$ cat config.mk
export PLATFORM = sky130hd
export DESIGN_NAME = nes_poller_flat
export DESIGN_NICKNAME = d
export VERILOG_FILES = /design/src/rtl/nes_poller_if.sv /design/src/rtl/nes_poller.sv /design/src/flat_wrapper.sv
export SDC_FILE = /design/constraint.sdc
export NUM_CORES = 1
export LEC_CHECK = 0
export CORE_MARGIN = 2
export CORE_UTILIZATION = 50
export DETAILED_ROUTE_END_ITERATION = 10
export GPL_TIMING_DRIVEN = 1
export PLACE_DENSITY_LB_ADDON = 0.1
export SYNTH_ARGS = -nofsm -noshare
export SYNTH_HDL_FRONTEND = slang
export SYNTH_SLANG_ARGS = --single-unit
$ cat constraint.sdc
create_clock -name clk -period 2.2 [get_ports clk]
set_clock_uncertainty 0.15 [all_clocks]
set_input_delay 0.33 -clock clk [delete_from_list [all_inputs] [get_ports clk]]
set_output_delay 0.33 -clock clk [all_outputs]
set_load 0.02 [all_outputs]
$ cat src/rtl/nes_poller_if.sv
// nes_poller_if -- signal bundle between the NES poller and the controller
// side (shift register, request source, button consumer).
//
// Signals:
//   start    poll request into the poller
//   q        serial data from the shift register
//   srlatch  shift register parallel-load strobe
//   sr_en    shift register shift enable
//   busy     poller is not idle
//   buttons  last completed poll (N_BITS wide)
//   valid    one-cycle pulse when buttons updates
//   pressed  rising edges since the previous poll (only with NES_POLLER_EDGE_EN)
//
// Modports: master = poller side, slave = controller/consumer side.
// Optional macro: NES_POLLER_EDGE_EN adds the pressed bundle member.
interface nes_poller_if #(
   parameter int N_BITS = 8
);
   logic              start;
   logic              q;
   logic              srlatch;
   logic              sr_en;
   logic              busy;
   logic [N_BITS-1:0] buttons;
   logic              valid;
`ifdef NES_POLLER_EDGE_EN
   logic [N_BITS-1:0] pressed;

   modport master (
      input  start, q,
      output srlatch, sr_en, busy, buttons, valid, pressed
   );
   modport slave (
      output start, q,
      input  srlatch, sr_en, busy, buttons, valid, pressed
   );
`else
   modport master (
      input  start, q,
      output srlatch, sr_en, busy, buttons, valid
   );
   modport slave (
      output start, q,
      input  srlatch, sr_en, busy, buttons, valid
   );
`endif
endinterface

$ cat src/rtl/nes_poller.sv
// nes_poller -- console-side sequencer for the NES controller shift register.
// On a start request it holds srlatch for LATCH_CYCLES clocks, then walks
// N_BITS bit slots of BIT_CYCLES clocks each, sampling q at the end of every
// slot (LSB = A first) and pulsing sr_en on that same edge except after the
// last bit. The assembled byte is registered into buttons with a one-cycle
// valid pulse. Single clock domain shared with the shift register.
//
// Ports:
//   clk    system clock, rising edge
//   reset  asynchronous active-low reset
//   bus    nes_poller_if.master: start, q in; srlatch, sr_en, busy,
//          buttons, valid (and pressed) out
//
// Parameters: N_BITS (>= 2), LATCH_CYCLES (>= 1), BIT_CYCLES (>= 1).
// Optional macro: NES_POLLER_EDGE_EN adds the registered pressed output
// (new_buttons & ~old_buttons), updated together with buttons.
module nes_poller #(
   parameter int N_BITS       = 8,
   parameter int LATCH_CYCLES = 2,
   parameter int BIT_CYCLES   = 4
) (
   input  logic         clk,
   input  logic         reset,
   nes_poller_if.master bus
);

   localparam int CNT_MAX = (LATCH_CYCLES > BIT_CYCLES) ? LATCH_CYCLES : BIT_CYCLES;
   localparam int CW      = $clog2(CNT_MAX + 1);
   localparam int IW      = (N_BITS > 1) ? $clog2(N_BITS) : 1;

   localparam logic [CW-1:0] LATCH_LAST = CW'(LATCH_CYCLES - 1);
   localparam logic [CW-1:0] BIT_LAST   = CW'(BIT_CYCLES - 1);
   localparam logic [IW-1:0] IDX_LAST   = IW'(N_BITS - 1);

   typedef enum logic [1:0] {
      IDLE   = 2'd0,
      LATCH  = 2'd1,
      SAMPLE = 2'd2
   } state_t;

   state_t            state, state_nxt;
   logic [CW-1:0]     cnt, cnt_nxt;
   logic [IW-1:0]     idx, idx_nxt;
   logic [N_BITS-1:0] shadow, shadow_nxt;
   logic [N_BITS-1:0] buttons;
   logic              valid;
   logic              slot_end;
   logic              done;

   // Last cycle of a bit slot: q is captured on the closing edge.
   assign slot_end = (state == SAMPLE) && (cnt == BIT_LAST);

   // Control registers
   always_ff @(posedge clk or negedge reset) begin
      if (!reset) begin
         state <= IDLE;
         cnt   <= '0;
         idx   <= '0;
      end else begin
         state <= state_nxt;
         cnt   <= cnt_nxt;
         idx   <= idx_nxt;
      end
   end

   always_comb begin
      state_nxt = state;
      cnt_nxt   = cnt;
      idx_nxt   = idx;
      done      = 1'b0;
      unique case (state)
         IDLE: begin
            if (bus.start) begin
               state_nxt = LATCH;
               cnt_nxt   = '0;
            end
         end
         LATCH: begin
            if (cnt == LATCH_LAST) begin
               state_nxt = SAMPLE;
               cnt_nxt   = '0;
               idx_nxt   = '0;
            end else begin
               cnt_nxt = cnt + 1'b1;
            end
         end
         SAMPLE: begin
            if (cnt == BIT_LAST) begin
               cnt_nxt = '0;
               if (idx == IDX_LAST) begin
                  done      = 1'b1;
                  state_nxt = IDLE;
               end else begin
                  idx_nxt = idx + 1'b1;
               end
            end else begin
               cnt_nxt = cnt + 1'b1;
            end
         end
         default: begin
            state_nxt = IDLE;
         end
      endcase
   end

   // Shadow assembly: the final bit is merged combinationally so buttons
   // can load the complete byte on the same edge that samples it.
   always_comb begin
      shadow_nxt = shadow;
      if (slot_end) begin
         shadow_nxt[idx] = bus.q;
      end
   end

   // Shadow is pure data; an aborted poll never reaches buttons, so it
   // needs no reset.
   always_ff @(posedge clk) begin
      shadow <= shadow_nxt;
   end

   // Result registers
   always_ff @(posedge clk or negedge reset) begin
      if (!reset) begin
         buttons <= '0;
         valid   <= 1'b0;
      end else begin
         valid <= done;
         if (done) begin
            buttons <= shadow_nxt;
         end
      end
   end

`ifdef NES_POLLER_EDGE_EN
   logic [N_BITS-1:0] pressed;

   always_ff @(posedge clk or negedge reset) begin
      if (!reset) begin
         pressed <= '0;
      end else if (done) begin
         pressed <= shadow_nxt & ~buttons;
      end
   end

   assign bus.pressed = pressed;
`endif

   // Outputs decoded from registered state only.
   assign bus.srlatch = (state == LATCH);
   assign bus.sr_en   = slot_end && (idx != IDX_LAST);
   assign bus.busy    = (state != IDLE);
   assign bus.buttons = buttons;
   assign bus.valid   = valid;

endmodule

$ cat src/flat_wrapper.sv
// flat-port wrapper written by rule: the top's interface ports become plain ports
module nes_poller_flat 
#(
   parameter int N_BITS       = 8,
   parameter int LATCH_CYCLES = 2,
   parameter int BIT_CYCLES   = 4
)
  (clk, reset, bus_start, bus_q, bus_srlatch, bus_sr_en, bus_busy, bus_buttons, bus_valid);
  nes_poller_if #(.N_BITS(N_BITS)) bus_i ();
  input  logic clk;
  input  logic reset;
  input wire logic [$bits(bus_i.start)-1:0] bus_start;
  input wire logic [$bits(bus_i.q)-1:0] bus_q;
  output wire logic [$bits(bus_i.srlatch)-1:0] bus_srlatch;
  output wire logic [$bits(bus_i.sr_en)-1:0] bus_sr_en;
  output wire logic [$bits(bus_i.busy)-1:0] bus_busy;
  output wire logic [$bits(bus_i.buttons)-1:0] bus_buttons;
  output wire logic [$bits(bus_i.valid)-1:0] bus_valid;
  assign bus_i.start = bus_start;
  assign bus_i.q = bus_q;
  assign bus_srlatch = bus_i.srlatch;
  assign bus_sr_en = bus_i.sr_en;
  assign bus_busy = bus_i.busy;
  assign bus_buttons = bus_i.buttons;
  assign bus_valid = bus_i.valid;
  nes_poller #(.N_BITS(N_BITS), .LATCH_CYCLES(LATCH_CYCLES), .BIT_CYCLES(BIT_CYCLES)) u_core (.clk(clk), .reset(reset), .bus(bus_i));
endmodule
# After elaboration in Yosys (flattened, before gate mapping)
# Index checks and enable logic that the tools add are counted.
dict set report totals {
  regBits 25
}
dict set report op_classes {
  n_eq_ne 11
  n_lt_le_gt_ge 2
  addsub 2
  n_reduce_logical 10
  mux 20
}
# op n
set ops {}
lappend ops {{2-to-1 mux 3 bit} 6}
lappend ops {{case mux 3 bit (3 select lines)} 1}
lappend ops {{bitwise mux 8 bit} 1}
lappend ops {{2-to-1 mux 2 bit} 4}
lappend ops {{2-to-1 mux 8 bit} 1}
lappend ops {{!= test 2 bit, second input constant} 4}
lappend ops {{AND reduction 4 bit} 2}
lappend ops {{adder 3 x 1 -> 3 bit, second input constant} 2}
lappend ops {{case mux 2 bit (3 select lines)} 1}
lappend ops {{case mux 3 bit (2 select lines)} 1}
lappend ops {{less-than comparator 3 x 4 -> 1 bit, second input constant} 1}
lappend ops {{2-to-1 mux 1 bit} 4}
lappend ops {{nonzero test 2 bit} 2}
lappend ops {{demux 1 bit (select 3 bit)} 1}
lappend ops {{== test 3 x 1 -> 1 bit, second input constant} 1}
lappend ops {{== test 3 x 2 -> 1 bit, second input constant} 1}
lappend ops {{== test 3 bit, second input constant} 1}
lappend ops {{>= comparator 3 x 1 -> 1 bit, second input constant} 1}
lappend ops {{logical AND 1 bit} 3}
lappend ops {{!= test 3 bit, second input constant} 1}
lappend ops {{nonzero test 3 bit} 1}
lappend ops {{== test 2 x 1 -> 1 bit, second input constant} 1}
lappend ops {{== test 2 bit, second input constant} 1}
lappend ops {{logical NOT 2 bit} 1}
lappend ops {{2 further kinds} 2}

# Longest topological paths before layout
# Gate-level depths: netlist (run 1).
dict set report depth {
  word_depth 6
  ltp_mapped 7
  depth_no_buf 6
}

# Worst setup path after synthesis (run 1)
# Ideal clock, no wire load.
dict set report synth_timing {
  kind {reg-to-reg}
  start {register u_core.state[0]}
  end {register u_core.buttons[5] (netlist: u_core.bus.buttons[5])}
  arrival_time_ns 1.612
  required_time_ns 1.925
  n_path_buf 1
  setup_slack_ns 0.314
  stages_incl_launch_ff 8
  setup_ns 0.125
  path_cell_list {dfrtp_1 -> inv_1 -> ha_1 -> buf_4 -> and2_2 -> nand2_1 -> mux2_2 -> mux2_2}
}
dict set report synth_via {
  elab_chain_len 3
}
# item line_no
set synth_rtl {}
lappend synth_rtl {{start, declared} nes_poller.sv:41} ;# state_t state, state_nxt;
lappend synth_rtl {{start signal, assigned} nes_poller.sv:60} ;# state <= state_nxt;
lappend synth_rtl {{== test 2 bit} nes_poller.sv:51} ;# assign slot_end = (state == SAMPLE) && (cnt == BIT_LAST);
lappend synth_rtl {{logical AND 1 bit} nes_poller.sv:51}
lappend synth_rtl {{2-to-1 mux 8 bit} nes_poller.sv:110} ;# if (slot_end) begin
lappend synth_rtl {{net u_core.shadow_nxt[5]} nes_poller.sv:44} ;# logic [N_BITS-1:0] shadow, shadow_nxt;
lappend synth_rtl {{end signal, assigned} nes_poller.sv:129} ;# buttons <= shadow_nxt;
lappend synth_rtl {{end, declared} nes_poller.sv:45} ;# logic [N_BITS-1:0] buttons;
# The timed path passes the listed nets, and every way through them passes these cells.
# A chain may end at the register's enable or synchronous reset.

# Final worst setup path (run 1)
dict set report layout_timing {
  start {register u_core.idx[0]}
  end {output bus_sr_en}
}
dict set report layout_via {
  elab_chain_len 2
}
# item line_no
set layout_rtl {}
lappend layout_rtl {{start, declared} nes_poller.sv:43} ;# logic [IW-1:0] idx, idx_nxt;
lappend layout_rtl {{start signal, assigned} nes_poller.sv:62} ;# idx <= idx_nxt;
lappend layout_rtl {{!= test 3 bit} nes_poller.sv:150} ;# assign bus.sr_en = slot_end && (idx != IDX_LAST);
lappend layout_rtl {{logical AND 1 bit} nes_poller.sv:150}
lappend layout_rtl {{end, declared} flat_wrapper.sv:15} ;# output wire logic [$bits(bus_i.sr_en)-1:0] bus_sr_en;
# No other way between the ends.

==> results of run 1 <==
## metrics by stage
stage | util [%] | cell area [um^2] | worst slack, ns
6_report | 62.8 | 1540 | 0.150
2_1_floorplan | - | 1280 | 0.314
5_1_grt | 62.8 | 1540 | 0.0324
3_5_place_dp | 61.6 | 1510 | 0.0369
3_3_place_gp | 61.6 | 1510 | 0.0951
4_1_cts | 62.5 | 1540 | 0.100
## cells in the mapped netlist
cell | instances | area, um^2
sky130_fd_sc_hd__and3_2 | 1 | 7.51
sky130_fd_sc_hd__and4bb_1 | 2 | 25.0
sky130_fd_sc_hd__dfxtp_1 | 8 | 160
sky130_fd_sc_hd__a21o_1 | 1 | 7.51
sky130_fd_sc_hd__buf_4 | 1 | 7.51
sky130_fd_sc_hd__ha_1 | 11 | 138
sky130_fd_sc_hd__and3_1 | 2 | 12.5
sky130_fd_sc_hd__inv_1 | 7 | 26.3
sky130_fd_sc_hd__a22oi_4 | 1 | 21.3
sky130_fd_sc_hd__dfrtp_1 | 17 | 425
sky130_fd_sc_hd__nand2_1 | 12 | 45.0
sky130_fd_sc_hd__and2b_1 | 1 | 7.51
sky130_fd_sc_hd__nor2_1 | 2 | 7.51
sky130_fd_sc_hd__o41ai_1 | 1 | 8.76
sky130_fd_sc_hd__nor2_2 | 1 | 6.26
sky130_fd_sc_hd__mux2_4 | 7 | 105
sky130_fd_sc_hd__a21bo_2 | 2 | 20.0
sky130_fd_sc_hd__nor4b_2 | 1 | 15.0
sky130_fd_sc_hd__a32oi_1 | 1 | 8.76
sky130_fd_sc_hd__mux2_2 | 11 | 124
sky130_fd_sc_hd__and4b_2 | 1 | 11.3
sky130_fd_sc_hd__nand2b_1 | 5 | 31.3
sky130_fd_sc_hd__o31ai_1 | 1 | 7.51
sky130_fd_sc_hd__and2_2 | 1 | 7.51
sky130_fd_sc_hd__a221o_1 | 1 | 10.0
sky130_fd_sc_hd__nand3_2 | 1 | 10.0
sky130_fd_sc_hd__a41oi_1 | 2 | 17.5
sky130_fd_sc_hd__nor4_1 | 1 | 6.26
## where the power goes
group / switching [W] / total (W) / internal, W
clock network: 0.000140 / 0.000210 / 0.0000694
registers: 0.0000445 / 0.000558 / 0.000514
logic: 0.000318 / 0.000562 / 0.000244
## layer usage
metal / part of all wire (%) / vias to the layer above
met4: 1.4 / 0
met3: 4.0 / 4
li1: - / 421
met5: 0 / -
met2: 48 / 21
met1: 47 / 394
## sequential cells by signal (all words and copies together), names as in the netlist
| signal | flops |
|---|---|
| u_core.shadow | 8 |
| u_core.state | 2 |
| u_core.idx | 3 |
| u_core.bus.valid | 1 |
| u_core.cnt | 3 |
| u_core.bus.buttons | 8 |
## area by class of cell
cell class,instances,share of cell area (%)
Multi-Input combinational cell,70,42.8
Sequential cell,25,38.0
Timing Repair Buffer,23,13.1
Tap cell,30,2.43
Inverter,7,1.70
Clock buffer,3,1.46
Clock inverter,1,0.487
## critical path: stages (launching register included)
cell,delay (ns)
sky130_fd_sc_hd__dfrtp_1,0.41
sky130_fd_sc_hd__ha_1,0.21
sky130_fd_sc_hd__ha_1,0.20
sky130_fd_sc_hd__nand2b_1,0.18
sky130_fd_sc_hd__nor2_1,0.09
sky130_fd_sc_hd__buf_2,0.16
## worst min path at each step
| stage | start | end | slack, ns | cells past startpoint |
|---|---|---|---|---|
| global route | reset | u_core.idx[1] | 0.19 | 2 |
| floorplan | reset | u_core.bus.buttons[0] | -0.12 | 0 |
| CTS | reset | u_core.idx[1] | 0.16 | 2 |
| detailed placement | u_core.shadow[4] | u_core.shadow[4] | 0.30 | 1 |
| global placement | u_core.shadow[4] | u_core.shadow[4] | 0.30 | 1 |
| finish | reset | u_core.idx[1] | 0.16 | 2 |
## timing repair
item / 4_1_cts / 5_1_grt
buffers inserted: 0 / 1
resized for setup: 6 / 0
endpoints found under the setup margin: 3 / 1
## cells by family after synthesis
kind of cell               Yosys count  synth area share (%)
DFF                                 25                  45.7
buffers and inverters                8                  2.64
and+or+nand+nor                     31                  15.1
AOI/OAI and AO/OA                   10                  7.92
adders and majority gates           11                  10.8
muxes                               18                  17.9
==> results, run 1 <==
- The flow ran to the end, and the final reports show no timing, DRC or antenna violations.
- The peak ir drop on the vdd network is ~0.00075 V.
- The floorplan step defined a core boundary enclosing 2450 um^2.
- For the worst flop-to-flop path, the logic depth is 6.
- Leaving out fill and tap cells, the most frequent cell in the layout is sky130_fd_sc_hd__dfrtp_1.
- After the last flow step, the layout net total stands at 145.
- The vias per cell is 5.28.
- In this run the worst path has a maximum fanout of 2.
- For the worst setup path, the data required time is 1.72 ns.
- From left edge to right edge, the die measures 54.6 um.
- Setup repair after global routing left no endpoint under its margin.
- The first global-routing pass estimated 3970 um of wire.
- The most critical setup path has its startpoint at u_core.idx[0].
- The total routed wirelength is 2360 um.
- The mean area per synthesized cell is 12.4 um^2.
- The number of buffers created by CTS is 3.
- After detailed routing, the average wire length per cell comes to about 15 um.
- The initial antenna violation count is 0.
- The count of final hold-check violations is 0.
- The critical path is of the flop to output port type.
- The highest clock frequency the design can meet is a little under 500 MHz.
- The via count of the first global-routing pass is 890.
- Power comes to 0.00133 W.
- The min-delay analysis places its worst path in the category input port to async pin.
- The die height is ~55 um.
- The starting utilization of the core area is between 50% and 60%.
- After the flow finishes, the layout carries non-filler instances totaling 159.
- The remaining routing DRC violations is 0.
- The post-synthesis cell type count is 28.
- Detailed placement finished with a half-perimeter wire length of around 1700 um.
- The global placement routability congestion is a little over 0.8.
- The critical path arrival is 1.57 ns.
- The max capacitance violation total is 0.
- The number of search-and-repair iterations in the first detailed-routing pass is 4.
- The I/O pin count is 16.
- The area used by sequential logic in the layout is 586 um^2.
- Entering global routing, the biggest net connects 18 pins.
- The clock network latency to the later pin of the worst-skew pair is 0.32 ns.
- The portion of the clock cycle consumed by the worst path in the final layout is 93.2%.
- met2 is the most crowded layer.
- For this design the ratio of total power to cell area is 862 nW/um^2.
- The worst-margin pin slew is between 0.3 and 0.4 ns.
- The relative max-transition margin is 79.0%.
- The smallest hold slack is approximately 0.16 ns.
- The number of placed instances, taps included, is 154.
- The die outline area is 2980 um^2.
- The maximum buffer depth of the clock tree is 2.
- The met3 routing resource usage after global routing is 5.46%.
- The initialized floorplan defines 18 standard-cell rows.
- Port buffering added 15 buffers.
- The total number of yosys warnings is 0.
- The net count after synthesis is ~120.
- The number of antenna diodes is 0.
- STA classifies the critical path startpoint as a flop.
- The count of hold buffers inserted by post-cts repair is 0.
- The deepest level of the CTS H-tree is 1.
- The minimum clock period after layout is 2.05 ns.
- The final max-slew violation count was 0.
- The share of the Yosys chip area taken by registers is 45.7%.
- Global routing used 19.1% of the available tracks across all layers.
- The clock root buffer master is sky130_fd_sc_hd__clkbuf_4.
- The final setup TNS is 0 ns.
- Leaving out fill and tap cells, the most frequent cells in the layout are 17 x sky130_fd_sc_hd__dfrtp_1, 12 x sky130_fd_sc_hd__nand2_1, 12 x sky130_fd_sc_hd__clkdlybuf4s50_1.
- In this run, synthesis produced a sequential element count of 25.
- The clock-pin transition on the worst setup and hold timing paths is 0.14 ns.
- The worst setup path is captured at an output port.
- After technology mapping, the gate count stands at 103.
- The termination of the worst setup path is bus_sr_en.
- The setup slack of the most critical reg-to-reg path is 0.22 ns.
- The clock sink count is 25.
- The launch point of the worst reg-to-reg path is u_core.state[0].
- The fraction of layout cells with a size suffix above 1 is 31.0%.
- Fill cells in the final layout number a little over 200.
- For met1 alone, demand over resource in global routing was 23.9%.
- The met2 track utilization from global routing is 31.2%.
- Relative to the synthesized area, the layout overhead comes to 20.5%.
- Setup violations remaining at the end of the flow were counted as 0.
- TritonCTS built the clock tree.
- The overall via count from detail_route is 840.
- The remaining antenna violation count after routing is 0.
- The detailed router finished its first iteration with 11 violations.
- The reg-to-reg endpoint is u_core.bus.buttons[6].
- The area occupied by multi-input gates is ~660 um^2.
- The leakage power summed over all cells is between 0.7 and 0.8 nW.
- The total grt overflow is 0.
- The post-synthesis cell area is 1280 um^2.
Note: power is estimated with default switching activity, not from simulation.
==> inputs of run 2 (changes only) <==
- CTS_CLUSTER_SIZE: unset -> 16
==> results of run 2 <==
No change in the layout: final DEF, timing and power equal those of run 1.
